## src/rtl/mem_wb_if.sv

```systemverilog
// rtl/mem_wb_if.sv - handshake and data bundle between the MEM and WB pipeline stages
interface mem_wb_if #(
    parameter int XLEN   = 32,
    parameter int VLANES = 3,
    parameter int LANE_W = 16,
    parameter int RAW    = 5,
    parameter int CNT_W  = 16
) ();
    localparam int VW = VLANES * LANE_W;

    logic              in_valid;
    logic              in_ready;
    logic              flush;
    logic [XLEN-1:0]   in_alu_res;
    logic [VW-1:0]     in_mem_data;
    logic [VW-1:0]     in_vec_res;
    logic [XLEN-1:0]   in_imm;
    logic [RAW-1:0]    in_rd;
    logic [RAW-1:0]    in_vd;
    logic              in_reg_write;
    logic              in_vreg_write;
    logic [1:0]        in_mem2reg;
    logic [VLANES-1:0] in_lane_mask;
    logic              out_valid;
    logic              out_ready;
    logic [RAW-1:0]    out_rd;
    logic [RAW-1:0]    out_vd;
    logic              out_reg_we;
    logic [VLANES-1:0] out_lane_we;
    logic [XLEN-1:0]   out_wb_scalar;
    logic [VW-1:0]     out_wb_vec;
    logic [CNT_W-1:0]  stall_cnt;

    modport slave (
        input  in_valid, flush, in_alu_res, in_mem_data, in_vec_res, in_imm,
               in_rd, in_vd, in_reg_write, in_vreg_write, in_mem2reg, in_lane_mask,
               out_ready,
        output in_ready, out_valid, out_rd, out_vd, out_reg_we, out_lane_we,
               out_wb_scalar, out_wb_vec, stall_cnt
    );

    modport master (
        output in_valid, flush, in_alu_res, in_mem_data, in_vec_res, in_imm,
               in_rd, in_vd, in_reg_write, in_vreg_write, in_mem2reg, in_lane_mask,
               out_ready,
        input  in_ready, out_valid, out_rd, out_vd, out_reg_we, out_lane_we,
               out_wb_scalar, out_wb_vec, stall_cnt
    );
endinterface

```

## src/rtl/mem_wb_stage.sv

```systemverilog
// rtl/mem_wb_stage.sv - MEM/WB pipeline register with skid buffer, writeback select and stall counter
module mem_wb_stage #(
    parameter int XLEN   = 32,
    parameter int VLANES = 3,
    parameter int LANE_W = 16,
    parameter int RAW    = 5,
    parameter int CNT_W  = 16
) (
    input  logic     clk,
    input  logic     rst,
    mem_wb_if.slave  bus
);
    localparam int VW = VLANES * LANE_W;

    typedef struct packed {
        logic [XLEN-1:0]   alu_res;
        logic [VW-1:0]     mem_data;
        logic [VW-1:0]     vec_res;
        logic [XLEN-1:0]   imm;
        logic [RAW-1:0]    rd;
        logic [RAW-1:0]    vd;
        logic              reg_write;
        logic              vreg_write;
        logic [1:0]        mem2reg;
        logic [VLANES-1:0] lane_mask;
    } entry_t;

    entry_t           in_e, main_e, skid_e;
    logic             main_v, skid_v, rdy_q;
    logic [CNT_W-1:0] cnt_q;
    logic             in_fire, out_fire, advance;

    always_comb begin
        in_e = '{alu_res: bus.in_alu_res, mem_data: bus.in_mem_data, vec_res: bus.in_vec_res,
                 imm: bus.in_imm, rd: bus.in_rd, vd: bus.in_vd, reg_write: bus.in_reg_write,
                 vreg_write: bus.in_vreg_write, mem2reg: bus.in_mem2reg,
                 lane_mask: bus.in_lane_mask};
    end

    assign in_fire  = bus.in_valid & rdy_q;
    assign out_fire = main_v & bus.out_ready;
    // main can take a new entry when it is empty or being drained this cycle
    assign advance  = out_fire | ~main_v;

    // rdy_q always mirrors !skid_v, so skid and input never compete for main
    always_ff @(posedge clk or posedge rst) begin
        if (rst) begin
            main_v <= 1'b0;
            skid_v <= 1'b0;
            main_e <= '0;
            skid_e <= '0;
            rdy_q  <= 1'b1;
        end else if (bus.flush) begin
            main_v <= 1'b0;
            skid_v <= 1'b0;
            rdy_q  <= 1'b1;
        end else if (advance) begin
            if (skid_v) begin
                main_e <= skid_e;
                main_v <= 1'b1;
                skid_v <= 1'b0;
                rdy_q  <= 1'b1;
            end else begin
                main_v <= in_fire;
                if (in_fire) main_e <= in_e;
            end
        end else if (in_fire) begin
            skid_e <= in_e;
            skid_v <= 1'b1;
            rdy_q  <= 1'b0;
        end
    end

    always_ff @(posedge clk or posedge rst) begin
        if (rst) begin
            cnt_q <= '0;
        end else if (main_v && !bus.out_ready && !bus.flush && cnt_q != '1) begin
            cnt_q <= cnt_q + 1'b1;
        end
    end

    always_comb begin
        bus.out_wb_scalar = '0;
        case (main_e.mem2reg)
            2'b00:   bus.out_wb_scalar = main_e.alu_res;
            2'b01:   bus.out_wb_scalar = main_e.mem_data[XLEN-1:0];
            2'b10:   bus.out_wb_scalar = main_e.imm;
            default: bus.out_wb_scalar = '0;
        endcase
    end

    assign bus.out_wb_vec  = (main_e.mem2reg == 2'b01) ? main_e.mem_data : main_e.vec_res;
    assign bus.in_ready    = rdy_q;
    assign bus.out_valid   = main_v;
    assign bus.out_rd      = main_e.rd;
    assign bus.out_vd      = main_e.vd;
    assign bus.out_reg_we  = main_v & main_e.reg_write & (main_e.rd != '0);
    assign bus.out_lane_we = {VLANES{main_v & main_e.vreg_write}} & main_e.lane_mask;
    assign bus.stall_cnt   = cnt_q;
endmodule
```

## src/flat_wrapper.sv

```systemverilog
// flat-port wrapper written by rule: the top's interface ports become plain ports
module mem_wb_stage_flat 
#(
    parameter int XLEN   = 32,
    parameter int VLANES = 3,
    parameter int LANE_W = 16,
    parameter int RAW    = 5,
    parameter int CNT_W  = 16
)
  (clk, rst, bus_in_valid, bus_flush, bus_in_alu_res, bus_in_mem_data, bus_in_vec_res, bus_in_imm, bus_in_rd, bus_in_vd, bus_in_reg_write, bus_in_vreg_write, bus_in_mem2reg, bus_in_lane_mask, bus_out_ready, bus_in_ready, bus_out_valid, bus_out_rd, bus_out_vd, bus_out_reg_we, bus_out_lane_we, bus_out_wb_scalar, bus_out_wb_vec, bus_stall_cnt);
  mem_wb_if #(.XLEN(XLEN), .VLANES(VLANES), .LANE_W(LANE_W), .RAW(RAW), .CNT_W(CNT_W)) bus_i ();
  input  logic clk;
  input  logic rst;
  input wire logic [$bits(bus_i.in_valid)-1:0] bus_in_valid;
  input wire logic [$bits(bus_i.flush)-1:0] bus_flush;
  input wire logic [$bits(bus_i.in_alu_res)-1:0] bus_in_alu_res;
  input wire logic [$bits(bus_i.in_mem_data)-1:0] bus_in_mem_data;
  input wire logic [$bits(bus_i.in_vec_res)-1:0] bus_in_vec_res;
  input wire logic [$bits(bus_i.in_imm)-1:0] bus_in_imm;
  input wire logic [$bits(bus_i.in_rd)-1:0] bus_in_rd;
  input wire logic [$bits(bus_i.in_vd)-1:0] bus_in_vd;
  input wire logic [$bits(bus_i.in_reg_write)-1:0] bus_in_reg_write;
  input wire logic [$bits(bus_i.in_vreg_write)-1:0] bus_in_vreg_write;
  input wire logic [$bits(bus_i.in_mem2reg)-1:0] bus_in_mem2reg;
  input wire logic [$bits(bus_i.in_lane_mask)-1:0] bus_in_lane_mask;
  input wire logic [$bits(bus_i.out_ready)-1:0] bus_out_ready;
  output wire logic [$bits(bus_i.in_ready)-1:0] bus_in_ready;
  output wire logic [$bits(bus_i.out_valid)-1:0] bus_out_valid;
  output wire logic [$bits(bus_i.out_rd)-1:0] bus_out_rd;
  output wire logic [$bits(bus_i.out_vd)-1:0] bus_out_vd;
  output wire logic [$bits(bus_i.out_reg_we)-1:0] bus_out_reg_we;
  output wire logic [$bits(bus_i.out_lane_we)-1:0] bus_out_lane_we;
  output wire logic [$bits(bus_i.out_wb_scalar)-1:0] bus_out_wb_scalar;
  output wire logic [$bits(bus_i.out_wb_vec)-1:0] bus_out_wb_vec;
  output wire logic [$bits(bus_i.stall_cnt)-1:0] bus_stall_cnt;
  assign bus_i.in_valid = bus_in_valid;
  assign bus_i.flush = bus_flush;
  assign bus_i.in_alu_res = bus_in_alu_res;
  assign bus_i.in_mem_data = bus_in_mem_data;
  assign bus_i.in_vec_res = bus_in_vec_res;
  assign bus_i.in_imm = bus_in_imm;
  assign bus_i.in_rd = bus_in_rd;
  assign bus_i.in_vd = bus_in_vd;
  assign bus_i.in_reg_write = bus_in_reg_write;
  assign bus_i.in_vreg_write = bus_in_vreg_write;
  assign bus_i.in_mem2reg = bus_in_mem2reg;
  assign bus_i.in_lane_mask = bus_in_lane_mask;
  assign bus_i.out_ready = bus_out_ready;
  assign bus_in_ready = bus_i.in_ready;
  assign bus_out_valid = bus_i.out_valid;
  assign bus_out_rd = bus_i.out_rd;
  assign bus_out_vd = bus_i.out_vd;
  assign bus_out_reg_we = bus_i.out_reg_we;
  assign bus_out_lane_we = bus_i.out_lane_we;
  assign bus_out_wb_scalar = bus_i.out_wb_scalar;
  assign bus_out_wb_vec = bus_i.out_wb_vec;
  assign bus_stall_cnt = bus_i.stall_cnt;
  mem_wb_stage #(.XLEN(XLEN), .VLANES(VLANES), .LANE_W(LANE_W), .RAW(RAW), .CNT_W(CNT_W)) u_core (.clk(clk), .rst(rst), .bus(bus_i));
endmodule
```

## config.mk

```make
export PLATFORM = sky130hd
export DESIGN_NAME = mem_wb_stage_flat
export DESIGN_NICKNAME = d
export VERILOG_FILES = /design/src/rtl/mem_wb_if.sv /design/src/rtl/mem_wb_stage.sv /design/src/flat_wrapper.sv
export SDC_FILE = /design/constraint.sdc
export NUM_CORES = 1
export LEC_CHECK = 0
export ABC_CLOCK_PERIOD_IN_PS = 17620
export CORE_ASPECT_RATIO = 1.1
export CORE_MARGIN = 1.5
export CORE_UTILIZATION = 35
export CTS_CLUSTER_SIZE = 30
export DETAILED_ROUTE_END_ITERATION = 8
export GPL_ROUTABILITY_DRIVEN = 0
export PLACE_DENSITY_LB_ADDON = 0.15
export SKIP_CTS_REPAIR_TIMING = 1
export SLEW_MARGIN = 20
export SYNTH_ARGS = -nofsm -noshare
export SYNTH_HDL_FRONTEND = slang
export SYNTH_SLANG_ARGS = --single-unit
```

## constraint.sdc

```tcl
create_clock -name clk -period 17.62 [get_ports clk]
set_clock_uncertainty 0.05 [all_clocks]
set_input_delay 3.524 -clock clk [delete_from_list [all_inputs] [get_ports clk]]
set_output_delay 3.524 -clock clk [all_outputs]
set_load 0.02 [all_outputs]
```

# After elaboration in Yosys (flattened, before gate mapping)
# Cells that the tools add are included.
# word_totals
inputBits,182
reg_bits,373
word_cells,66
out_inout_bits,112
# classes
n_mux,14
n_bitwise,10
reduce_logical,13
n_addsub,1
n_eq_ne,4
# ops
op,n
$mux 177,2
$pmux 32 s3,1
$mux 48,1
$add 16x1->16 const B,1
$ne 16x16->1 const B,1
$mux 1,10
$reduce_and 3->1,2
$and 1x1->1,5
$reduce_bool 5->1,1
$reduce_bool 2->1,2
$and 3x3->3,1
$logic_and 1x1->1,3
$ne 3x2->1 const B,1
$not 1->1,3
$reduce_bool 3->1,1
$eq 2x1->1 const B,1
$eq 2x2->1 const B,1
$logic_not 1->1,2
$logic_not 2->1,1
$reduce_and 2->1,1
$or 1x1->1,1

# Logic depth before layout (Yosys ltp)
# logic_depth
word_depth,4
ltp_mapped,7
ltp_nobuf,5

# Worst setup path after synthesis
# Ideal clock, no wire load.
# synth_path
kind,register -> output
from,register u_core.main_e[4] (netlist name)
to,output port bus_out_wb_scalar[2]
path_buffers,3
path_slack_ps,12548
required_time_ps,14046
arrival_time_ps,1498
stages_incl_launch_ff,7
path_cell_list,dfrtp_1 clkbuf_1 nor2b_1 buf_2 buf_1 nand2_1 o21ai_0
# synth_via
elab_chain_len,2
elab_cells_between_ends,4
classes_between,2 x eq/ne; 1 x mux; 1 x reduce/logical
# synth_lines
item,line_no,source
start: declaration,mem_wb_stage.sv:28,"entry_t in_e, main_e, skid_e;"
start signal: assignment,mem_wb_stage.sv:59,main_e <= skid_e;
start signal: assignment,mem_wb_stage.sv:65,if (in_fire) main_e <= in_e;
"$eq 2x2->1, or another cell as far along",mem_wb_stage.sv:84,case (main_e.mem2reg)
$pmux 32 s3 (*),mem_wb_stage.sv:84,
end: declaration,flat_wrapper.sv:33,output wire logic [$bits(bus_i.out_wb_scalar)-1:0] bus_out_wb_scalar;
# Every way passes the cells marked *; elsewhere a longest branch is shown, timed or not.

# Worst setup path in the final report
# layout_path
from,register u_core.main_e[4] (netlist name)
to,output port bus_out_wb_vec[29]
# layout_via
elab_chain_len,2
# layout_lines
item,line_no,source
$eq 2x1->1,mem_wb_stage.sv:92,assign bus.out_wb_vec = (main_e.mem2reg == 2'b01) ? main_e.mem_data : main_e.vec_res;
$mux 48,mem_wb_stage.sv:92,
end: declaration,flat_wrapper.sv:34,output wire logic [$bits(bus_i.out_wb_vec)-1:0] bus_out_wb_vec;
# No other way between the ends.

==> impl_metrics.env <==
export IMPL_p_comb_share_pct=24.7
export IMPL_drv_slew=0
export IMPL_crit_path_end_kind="primary output"
export IMPL_setup_viol=0
export IMPL_netlist_area_sq_um=16800
export IMPL_max_clock_freq_mhz=137
export IMPL_synthCells=1468
export IMPL_drt_iter0_drc=686
export IMPL_core_sq_um=46900
export IMPL_clkSinkCount=373
export IMPL_cp_start_kind="flip-flop"
export IMPL_crit_path_start="u_core.main_e[4]"
export IMPL_sw_frac_of_total_pct=29.9
export IMPL_net_switching_power_uw=802
export IMPL_power_density_nw_per_um2=125
export IMPL_syn2layout_area_growth_pct=27.9
export IMPL_tritoncts="yes"
export IMPL_maxCapViolCount=0
export IMPL_period_share_pct=41.6
export IMPL_place_hpwl_microns=31000
export IMPL_grt_pass1_wl_microns=71400
export IMPL_hold_path_depth=1
export IMPL_die_h_microns=233
export IMPL_h_tree_depth=2
export IMPL_yosys_warnings=0
export IMPL_numCtsBuffers=43
export IMPL_dieArea_sq_um=49200
export IMPL_io_buffers=293
export IMPL_dr_total_vias=11700
export IMPL_reg2reg_slack_ps=14530
export IMPL_busiest_layer="met2"
export IMPL_holdCritPathClass="flip-flop to flip-flop"
export IMPL_hold_path_endpoint="u_core.skid_e[52]"
export IMPL_rsz0062_at_grt="false"
export IMPL_num_fill_cells=4428
export IMPL_total_power_mw=2.68
export IMPL_ys_types=36
export IMPL_final_cell_mix="370 x dfrtp_1, 293 x clkdlybuf4s50_1, 209 x mux2i_1, 180 x a21oi_1, 180 x nor2_1"
export IMPL_tns_ps=0
export IMPL_final_common_cell="dfrtp_1"
export IMPL_avgSynthCellArea_sq_um=11.4
export IMPL_synth_main_ff_cell="dfrtp_1"
export IMPL_reg2reg_to="u_core.main_e[68]"
export IMPL_syn_num_nets=1651
export IMPL_avgViaCountPerCell=4.92
export IMPL_chipWidth_microns=212
export IMPL_drive_above_1_share_pct=14.2
export IMPL_met2_usage_pct=29.0
export IMPL_hp_start="u_core.skid_e[52]"
export IMPL_yosysSeqAreaShare_pct=55.7
export IMPL_required_ps=14050
export IMPL_internal_power_mw=1.88
export IMPL_seqPwrFrac_pct=43.3
export IMPL_nNetsFinal=1895
export IMPL_rows=83
export IMPL_synthArstFlopShare_pct=100
export IMPL_critPathMaxFanout=48
export IMPL_arrival_ps=3750
export IMPL_drc_errors=0
export IMPL_ys_ff_latch=373
export IMPL_period_minus_slack_ps=7320
export IMPL_antenna_found_initial=10
export IMPL_final_core_util_pct=45.7
export IMPL_grt_use_met3_pct=3.75
export IMPL_wl_per_cell_microns=19.7
export IMPL_reg2reg_from="u_core.bus.in_ready"
export IMPL_pwr_share_clk_pct=32.0
export IMPL_hold_viol=0
export IMPL_met1_usage_pct=27.0
export IMPL_drt_total_wl_microns=47100
export IMPL_synth_edf_count=0
export IMPL_cts_clk_slew_worst_paths_ps=50
export IMPL_grt_max_degree=256
export IMPL_antenna_left=0
export IMPL_dr_pass1_iters=7
export IMPL_max_vdd_ir_drop_v=0.0000593
export IMPL_critical_path_class="flip-flop to primary output"
export IMPL_start_util_pct=35.7
export IMPL_status="finished clean"
export IMPL_max_slew_margin_pct=22.3
export IMPL_clkLatencyLatePin_ps=550
export IMPL_worstMarginPinSlew_ps=1170
export IMPL_rr_worst_depth=7
export IMPL_first_global_vias=11800
export IMPL_grt_remaining_overflow=0
export IMPL_clockRootBuffer="clkbuf_16"
export IMPL_ios=294
export IMPL_track_usage_pct=19.2
export IMPL_leakage_nw=8.81
export IMPL_ctsLongestPathBuffers=3
==> state kept, by name, summed over array words and instances, names as in the netlist <==
signal / cells
u_core.bus.out_valid: 1
u_core.bus.out_rd: 5
u_core.bus.stall_cnt: 16
u_core.bus.in_ready: 1
u_core.bus.out_vd: 5
u_core.skid_e: 177
u_core.main_e: 167
u_core.skid_v: 1
==> cell usage after synthesis, types with 4 or more instances <==
library cell	number	area [sq um]
buf_4	11	82.6
a21oi_1	180	901
and3_1	5	31.3
buf_1	13	48.8
nor2_1	180	676
buf_6	15	169
o21ai_0	32	160
nor4_1	4	25.0
xor2_1	11	96.3
nand3_1	5	25.0
mux2i_1	209	2090
mux2_2	159	1790
nand2_1	148	556
buf_2	33	165
dfrtp_1	372	9310
nor3_1	7	35.0
clkbuf_1	36	135
mux2_1	20	225
==> critical path, cell delays in order (launching register included) <==
cell,delay (ps)
dfrtp_2,690
buf_4,440
nand2b_2,190
buf_4,550
nand2_1,300
nand2_1,320
clkdlybuf4s50_1,680
==> worst max path at each step <==
stage                                      end  slack [ps]  cells past startpoint
after floorplan           u_core.bus.out_rd[0]        3690                      1
after global placement      bus_out_wb_vec[29]       10880                      6
after detailed placement    bus_out_wb_vec[29]       10910                      6
after CTS                   bus_out_wb_vec[29]       10300                      6
after global routing        bus_out_wb_vec[29]       10190                      6
final                       bus_out_wb_vec[29]       10300                      6
==> stage by stage <==
stage	cells	instance area (sq um)	hold slack [ps]	setup slack (ps)
after detailed placement	2303	20100	426	10910
final	2385	21400	435	10300
after global routing	2385	21400	451	10190
after CTS	2377	21400	438	10300
after floorplan	1468	16800	408	3690
after global placement	2303	20100	416	10880
==> kinds of logic (layout without fill, tap and decap cells) <==
family                   Yosys count  count (layout)  synth area share (%)
adder cells (fa/ha/maj)            1               1                0.0746
AND/OR/NAND/NOR                  369             369                  8.99
XOR/XNOR                          13              13                 0.679
other                              0               7                     0
AO/OA/AOI/OAI                    214             214                  6.43
buffers and inverters            110             383                  3.63
flip-flops                       373             373                  55.7
multiplexers                     388             388                  24.5
==> power groups by stage <==
stage / combinational (mW) / sequential, mW / clock [mW]
after global routing: 0.718 / 1.19 / 0.923
after floorplan: 0.394 / 1.15 / 0
after CTS: 0.672 / 1.16 / 0.889
after detailed placement: 0.670 / 1.18 / 0
after global placement: 0.659 / 1.17 / 0
final: 0.663 / 1.16 / 0.858
==> area by class of cell <==
| type | count | area [sq um] | area share (%) |
|---|---|---|---|
| clock buffer | 62 | 1250 | 5.83 |
| inverter | 2 | 15.0 | 0.0700 |
| tap | 637 | 797 | 3.72 |
| multi-input combinational | 985 | 6840 | 31.9 |
| antenna | 7 | 17.5 | 0.0817 |
| sequential | 373 | 9340 | 43.6 |
| clock inverter | 12 | 91.3 | 0.426 |
| timing repair buffer | 307 | 3100 | 14.4 |
==> layer usage <==
layer,vias to the layer above,routed length [microns]
li1,5546,-
met1,5865,22100
met2,243,21400
met3,65,2430
met4,4,1180
met5,-,28
Power figures use the tool's default switching activity.
